File: src/rtl/mem_arbiter.sv
// Two-requester round-robin arbiter in front of a single-port synchronous memory.
// Each access goes IDLE -> ISSUE (grant + memory strobe) and, for reads, -> RDATA.
module mem_arbiter #(
    parameter int unsigned ADDR_WIDTH = 2,
    parameter int unsigned DATA_WIDTH = 8
) (
    input  logic                  clk,
    input  logic                  reset,
    input  logic                  req0,
    input  logic                  req1,
    input  logic                  we0,
    input  logic                  we1,
    input  logic [ADDR_WIDTH-1:0] addr0,
    input  logic [ADDR_WIDTH-1:0] addr1,
    input  logic [DATA_WIDTH-1:0] wdata0,
    input  logic [DATA_WIDTH-1:0] wdata1,
    output logic                  gnt0,
    output logic                  gnt1,
    output logic                  rvalid0,
    output logic                  rvalid1,
    output logic [DATA_WIDTH-1:0] rdata0,
    output logic [DATA_WIDTH-1:0] rdata1,
    output logic                  busy,
    output logic [ADDR_WIDTH-1:0] mem_addr,
    output logic                  mem_wr_en,
    output logic                  mem_rd_en,
    output logic [DATA_WIDTH-1:0] mem_wdata,
    input  logic [DATA_WIDTH-1:0] mem_rdata
);

    typedef enum logic [1:0] {
        IDLE  = 2'd0,
        ISSUE = 2'd1,
        RDATA = 2'd2
    } state_t;

    state_t                state_q, state_d;
    logic                  ptr_q, ptr_d;
    logic                  win_q, win_d;
    logic                  gnt0_q, gnt0_d;
    logic                  gnt1_q, gnt1_d;
    logic                  rvalid0_q, rvalid0_d;
    logic                  rvalid1_q, rvalid1_d;
    logic [DATA_WIDTH-1:0] rdata0_q, rdata0_d;
    logic [DATA_WIDTH-1:0] rdata1_q, rdata1_d;
    logic                  busy_q, busy_d;
    logic [ADDR_WIDTH-1:0] mem_addr_q, mem_addr_d;
    logic                  mem_wr_en_q, mem_wr_en_d;
    logic                  mem_rd_en_q, mem_rd_en_d;
    logic [DATA_WIDTH-1:0] mem_wdata_q, mem_wdata_d;

    // Requester 1 wins when alone, or when both ask and the pointer favours it.
    logic pick1_c;
    logic sel_we_c;
    assign pick1_c  = req1 & (~req0 | ptr_q);
    assign sel_we_c = pick1_c ? we1 : we0;

    always_comb begin
        state_d     = state_q;
        ptr_d       = ptr_q;
        win_d       = win_q;
        gnt0_d      = 1'b0;
        gnt1_d      = 1'b0;
        rvalid0_d   = 1'b0;
        rvalid1_d   = 1'b0;
        rdata0_d    = rdata0_q;
        rdata1_d    = rdata1_q;
        mem_addr_d  = mem_addr_q;
        mem_wdata_d = mem_wdata_q;
        mem_wr_en_d = 1'b0;
        mem_rd_en_d = 1'b0;

        unique case (state_q)
            IDLE: begin
                if (req0 || req1) begin
                    win_d       = pick1_c;
                    ptr_d       = ~pick1_c;
                    gnt0_d      = ~pick1_c;
                    gnt1_d      = pick1_c;
                    mem_addr_d  = pick1_c ? addr1 : addr0;
                    mem_wdata_d = pick1_c ? wdata1 : wdata0;
                    mem_wr_en_d = sel_we_c;
                    mem_rd_en_d = ~sel_we_c;
                    state_d     = ISSUE;
                end
            end
            ISSUE: begin
                state_d = mem_rd_en_q ? RDATA : IDLE;
            end
            RDATA: begin
                // Memory output is valid now: it sampled mem_rd_en at the end of ISSUE.
                if (win_q) begin
                    rdata1_d  = mem_rdata;
                    rvalid1_d = 1'b1;
                end else begin
                    rdata0_d  = mem_rdata;
                    rvalid0_d = 1'b1;
                end
                state_d = IDLE;
            end
            default: begin
                state_d = IDLE;
            end
        endcase

        busy_d = (state_d != IDLE);
    end

    always_ff @(posedge clk or negedge reset) begin
        if (!reset) begin
            state_q     <= IDLE;
            ptr_q       <= 1'b0;
            win_q       <= 1'b0;
            gnt0_q      <= 1'b0;
            gnt1_q      <= 1'b0;
            rvalid0_q   <= 1'b0;
            rvalid1_q   <= 1'b0;
            rdata0_q    <= '0;
            rdata1_q    <= '0;
            busy_q      <= 1'b0;
            mem_addr_q  <= '0;
            mem_wr_en_q <= 1'b0;
            mem_rd_en_q <= 1'b0;
            mem_wdata_q <= '0;
        end else begin
            state_q     <= state_d;
            ptr_q       <= ptr_d;
            win_q       <= win_d;
            gnt0_q      <= gnt0_d;
            gnt1_q      <= gnt1_d;
            rvalid0_q   <= rvalid0_d;
            rvalid1_q   <= rvalid1_d;
            rdata0_q    <= rdata0_d;
            rdata1_q    <= rdata1_d;
            busy_q      <= busy_d;
            mem_addr_q  <= mem_addr_d;
            mem_wr_en_q <= mem_wr_en_d;
            mem_rd_en_q <= mem_rd_en_d;
            mem_wdata_q <= mem_wdata_d;
        end
    end

    assign gnt0      = gnt0_q;
    assign gnt1      = gnt1_q;
    assign rvalid0   = rvalid0_q;
    assign rvalid1   = rvalid1_q;
    assign rdata0    = rdata0_q;
    assign rdata1    = rdata1_q;
    assign busy      = busy_q;
    assign mem_addr  = mem_addr_q;
    assign mem_wr_en = mem_wr_en_q;
    assign mem_rd_en = mem_rd_en_q;
    assign mem_wdata = mem_wdata_q;

endmodule

File: config.mk
export PLATFORM = sky130hd
export DESIGN_NAME = mem_arbiter
export DESIGN_NICKNAME = d
export VERILOG_FILES = /design/src/rtl/mem_arbiter.sv
export SDC_FILE = /design/constraint.sdc
export NUM_CORES = 1
export LEC_CHECK = 0
export ABC_AREA = 1
export CORE_MARGIN = 1
export CORE_UTILIZATION = 40
export DETAILED_ROUTE_END_ITERATION = 8
export PLACE_DENSITY = 0.76
export SKIP_LAST_GASP = 1
export SYNTH_ARGS = -nofsm -noshare
export SYNTH_HDL_FRONTEND = slang
export SYNTH_SLANG_ARGS = --single-unit
File: constraint.sdc
create_clock -name clk -period 1.5 [get_ports clk]
set_clock_uncertainty 0.2 [all_clocks]
set_input_delay 0.225 -clock clk [delete_from_list [all_inputs] [get_ports clk]]
set_output_delay 0.225 -clock clk [all_outputs]
set_load 0.05 [all_outputs]
==> impl_results.md <==
- Clock Pin Slew Worst Setup and Hold Paths: approximately 70 ps
- Initial antenna violation count: 0
- Int Power: ~3.6 mW
- Vias in the first global route: about 1500
- Startpoint types: input pin
- ANT cells: 0
- Tcrit/Tclk final: 0.943
- Switching Share: 0.422
- Clk buf depth: 2
- Slew headroom: 0.779
- DR vias/cell: 4.69
- Antenna-violating nets left: 0
- Simple-gate share of the synthesized area: 0.221
- Pre-antenna DRT Iters: 4
- Setup Total Neg Slack: 0 ps
- Combinational power share: 0.569
- Peak Freq: a little over 700 MHz
- # IOs: 67
- P per Cell Area: between 2000 and 2500 nW/um^2
- First-pass GRT wire length: about 6.8 mm
- Final wirelength: just over 4 mm
- Synth warnings: 0
- Crit. End Element: flop
- Largest net degree at the start of global routing: 27
- Sink Count: 37
- DRC viols: 0
- Share of layout cells above drive strength 1: 0.194
- Largest family of logic cells by synthesized area: simple AND/OR/NAND/NOR gates
- Synth Area in XOR/XNOR: 0
- Post-Syn Instances: approximately 180
- Syn_area_per_cell: between 8 and 9 um^2
- RSZ-0062 raised after global routing: no
- GRT Residual Overflow: 0
- Placed instance count: around 300
- Synth Area in Compound Gates: 0.0638
- NetSw: approximately 2.6 mW
- Clock Tree Root: clkbuf_8
- WS Path Type: in -> reg
- Distinct cells, synth: 13
- VDD IR-drop max: between 1.5 and 2 mV
- Vias: ~1400
- Number of fill cells in the layout: around 240
- Syn_nets: 217
- # rows: 22
- Status: completed
- Sequential share of power: 0.291
- Sequential fraction of the synthesis area: 0.591
- Die area: 4170 um^2
- Port bufs: 66
- GR Util All Layers: 0.222
- Final min period: ~1400 ps
- Worst skew pair latency: about 290 ps
- Maxcap violations: 0
- Final hold vios: 0
- Starting density of the core: 0.422
- Final worst setup slack: between 80 and 90 ps
- First-iteration detailed-routing DRC count: 66
- DIE HEIGHT: 64.6 um
- HPWL reported at the end of detailed placement: 3.01 mm
- Syn Std Cell Area: ~1600 um^2
- Worst Path Max Fanout: 15
- Post-cts sizing count: 0
- Clock network power share: 0.139
- Total CTS buffers: 5
- Worst Max-Slew Pin Slew: around 330 ps
- Adder-Cell Fraction of Synth Area: 0
- Area delta synth->final: 76.1%
- Final setup vio count: 0
- Place WS: -202 ps
- Seq cells post-synth: 37
- Gpl congestion: 0.760
- Leak Pwr: approximately 1.4 nW
- Post-DR wirelength/cell: roughly 13 um
- Core region area: 3720 um^2
- CTS tree: done
- Final Max Slew Viols: 0
- H-tree Lvls: 2
- Worst Path Arrival: 1370 ps
- Die X: ~65 um
- Non-Filler Instances: between 300 and 400
- Worst Hold Class: in -> async
- Final nets: a little under 300
- Mux cell area share after synthesis: 0
- Crit path required time: ~1500 ps
[power by group through the flow]
| stage | Clock, mW | Combinational (mW) | Sequential, mW |
|---|---|---|---|
| 4_1_cts | 0.891 | 3.60 | 1.83 |
| 5_1_grt | 0.947 | 3.72 | 1.87 |
| 3_3_place_gp | 0 | 3.53 | 1.82 |
| 2_1_floorplan | 0 | 0.486 | 2.90 |
| 6_report | 0.874 | 3.57 | 1.83 |
| 3_5_place_dp | 0 | 3.58 | 1.84 |
[logic make-up (layout without fill, tap and decap cells)]
family,count (synthesis),after routing
flip-flops,37,37
AND/OR/NAND/NOR,82,82
buffers and inverters,44,119
AO/OA/AOI/OAI,20,20
[per-layer routing]
metal / GRT usage / up-vias / share of wire
met2: 0.405 / 47 / 0.56
met3: 0.0563 / 12 / 0.035
li1: - / 698 / -
met4: 0.131 / 0 / 0.031
met5: 0 / - / 0
met1: 0.227 / 677 / 0.38
[timing repair]
item                      4_1_cts  5_1_grt
buffers inserted                0        0
hold buffers                    1        0
hold endpoints to repair       37        0
[cell type report]
cell class / count / area (um^2) / share of cell area
repair buffers: 74 / 1070 / 0.389
flip-flops and latches: 37 / 926 / 0.335
multi-input cells: 102 / 447 / 0.162
inverters: 37 / 139 / 0.0503
clock buffers: 7 / 86.3 / 0.0313
well taps: 48 / 60.1 / 0.0217
clock inverters: 1 / 30.0 / 0.0109
[registers in the layout, indices dropped and copies added, names as in the netlist, 2 cells and up]
| signal | flops |
|---|---|
| mem_addr | 2 |
| rdata0 | 8 |
| mem_wdata | 8 |
| rdata1 | 8 |
| state_q | 2 |
[cells in the final DEF, fill, tap and decap left out]
cell and n:
a21oi_1 1, buf_12 35, buf_2 1, buf_4 5, bufinv_16 1, clkbuf_1 1
clkbuf_8 6, clkdlybuf4s50_1 32, dfrtp_1 37, dlygate4sd3_1 1, inv_1 36, inv_2 1
nand2_1 54, nand3_1 22, nand3b_1 1, nor2_1 4, nor2_4 1, o21ai_0 19
[synth_stat cells]
cell      instances  area [um^2]
nor2_1            4         15.0
buf_6             3         33.8
buf_2             3         15.0
inv_2             1         3.75
dfrtp_1          37          926
nand2_1          54          203
nor2_4            1         11.3
nand3b_1          1         7.51
nand3_1          22          110
a21oi_1           1         5.00
inv_1            36          135
o21ai_0          19         95.1
buf_4             1         7.51
[critical path: stages]
cell and delay (ps):
clkdlybuf4s50_1 470, nor2_1 250, nor2_4 90, inv_2 210, o21ai_0 130
[per-stage QoR]
step / total power [mW] / cell area, um^2 / utilization / hold slack [ps]
after floorplan: 3.39 / 1570 / - / -271
after global placement: 5.35 / 2640 / 0.709 / -72.1
after detailed placement: 5.43 / 2640 / 0.709 / -64.1
after CTS: 6.32 / 2760 / 0.743 / 157
after global routing: 6.54 / 2760 / 0.743 / 174
final: 6.27 / 2760 / 0.743 / 175
[worst paths after layout]
kind / from / to / slack (ps) / cells past startpoint
setup reg to reg: state_q[1] / mem_wdata[3] / 100 / 6
hold / removal: reset / state_q[0] / 180 / 2
min in group clk: mem_rdata[2] / rdata1[2] / 310 / 3
setup / recovery: req1 / busy / 90 / 5
max in group asynchronous: reset / mem_wdata[5] / 490 / 3
hold reg to reg: state_q[1] / state_q[1] / 330 / 1
(Power assumes the default switching activity.)
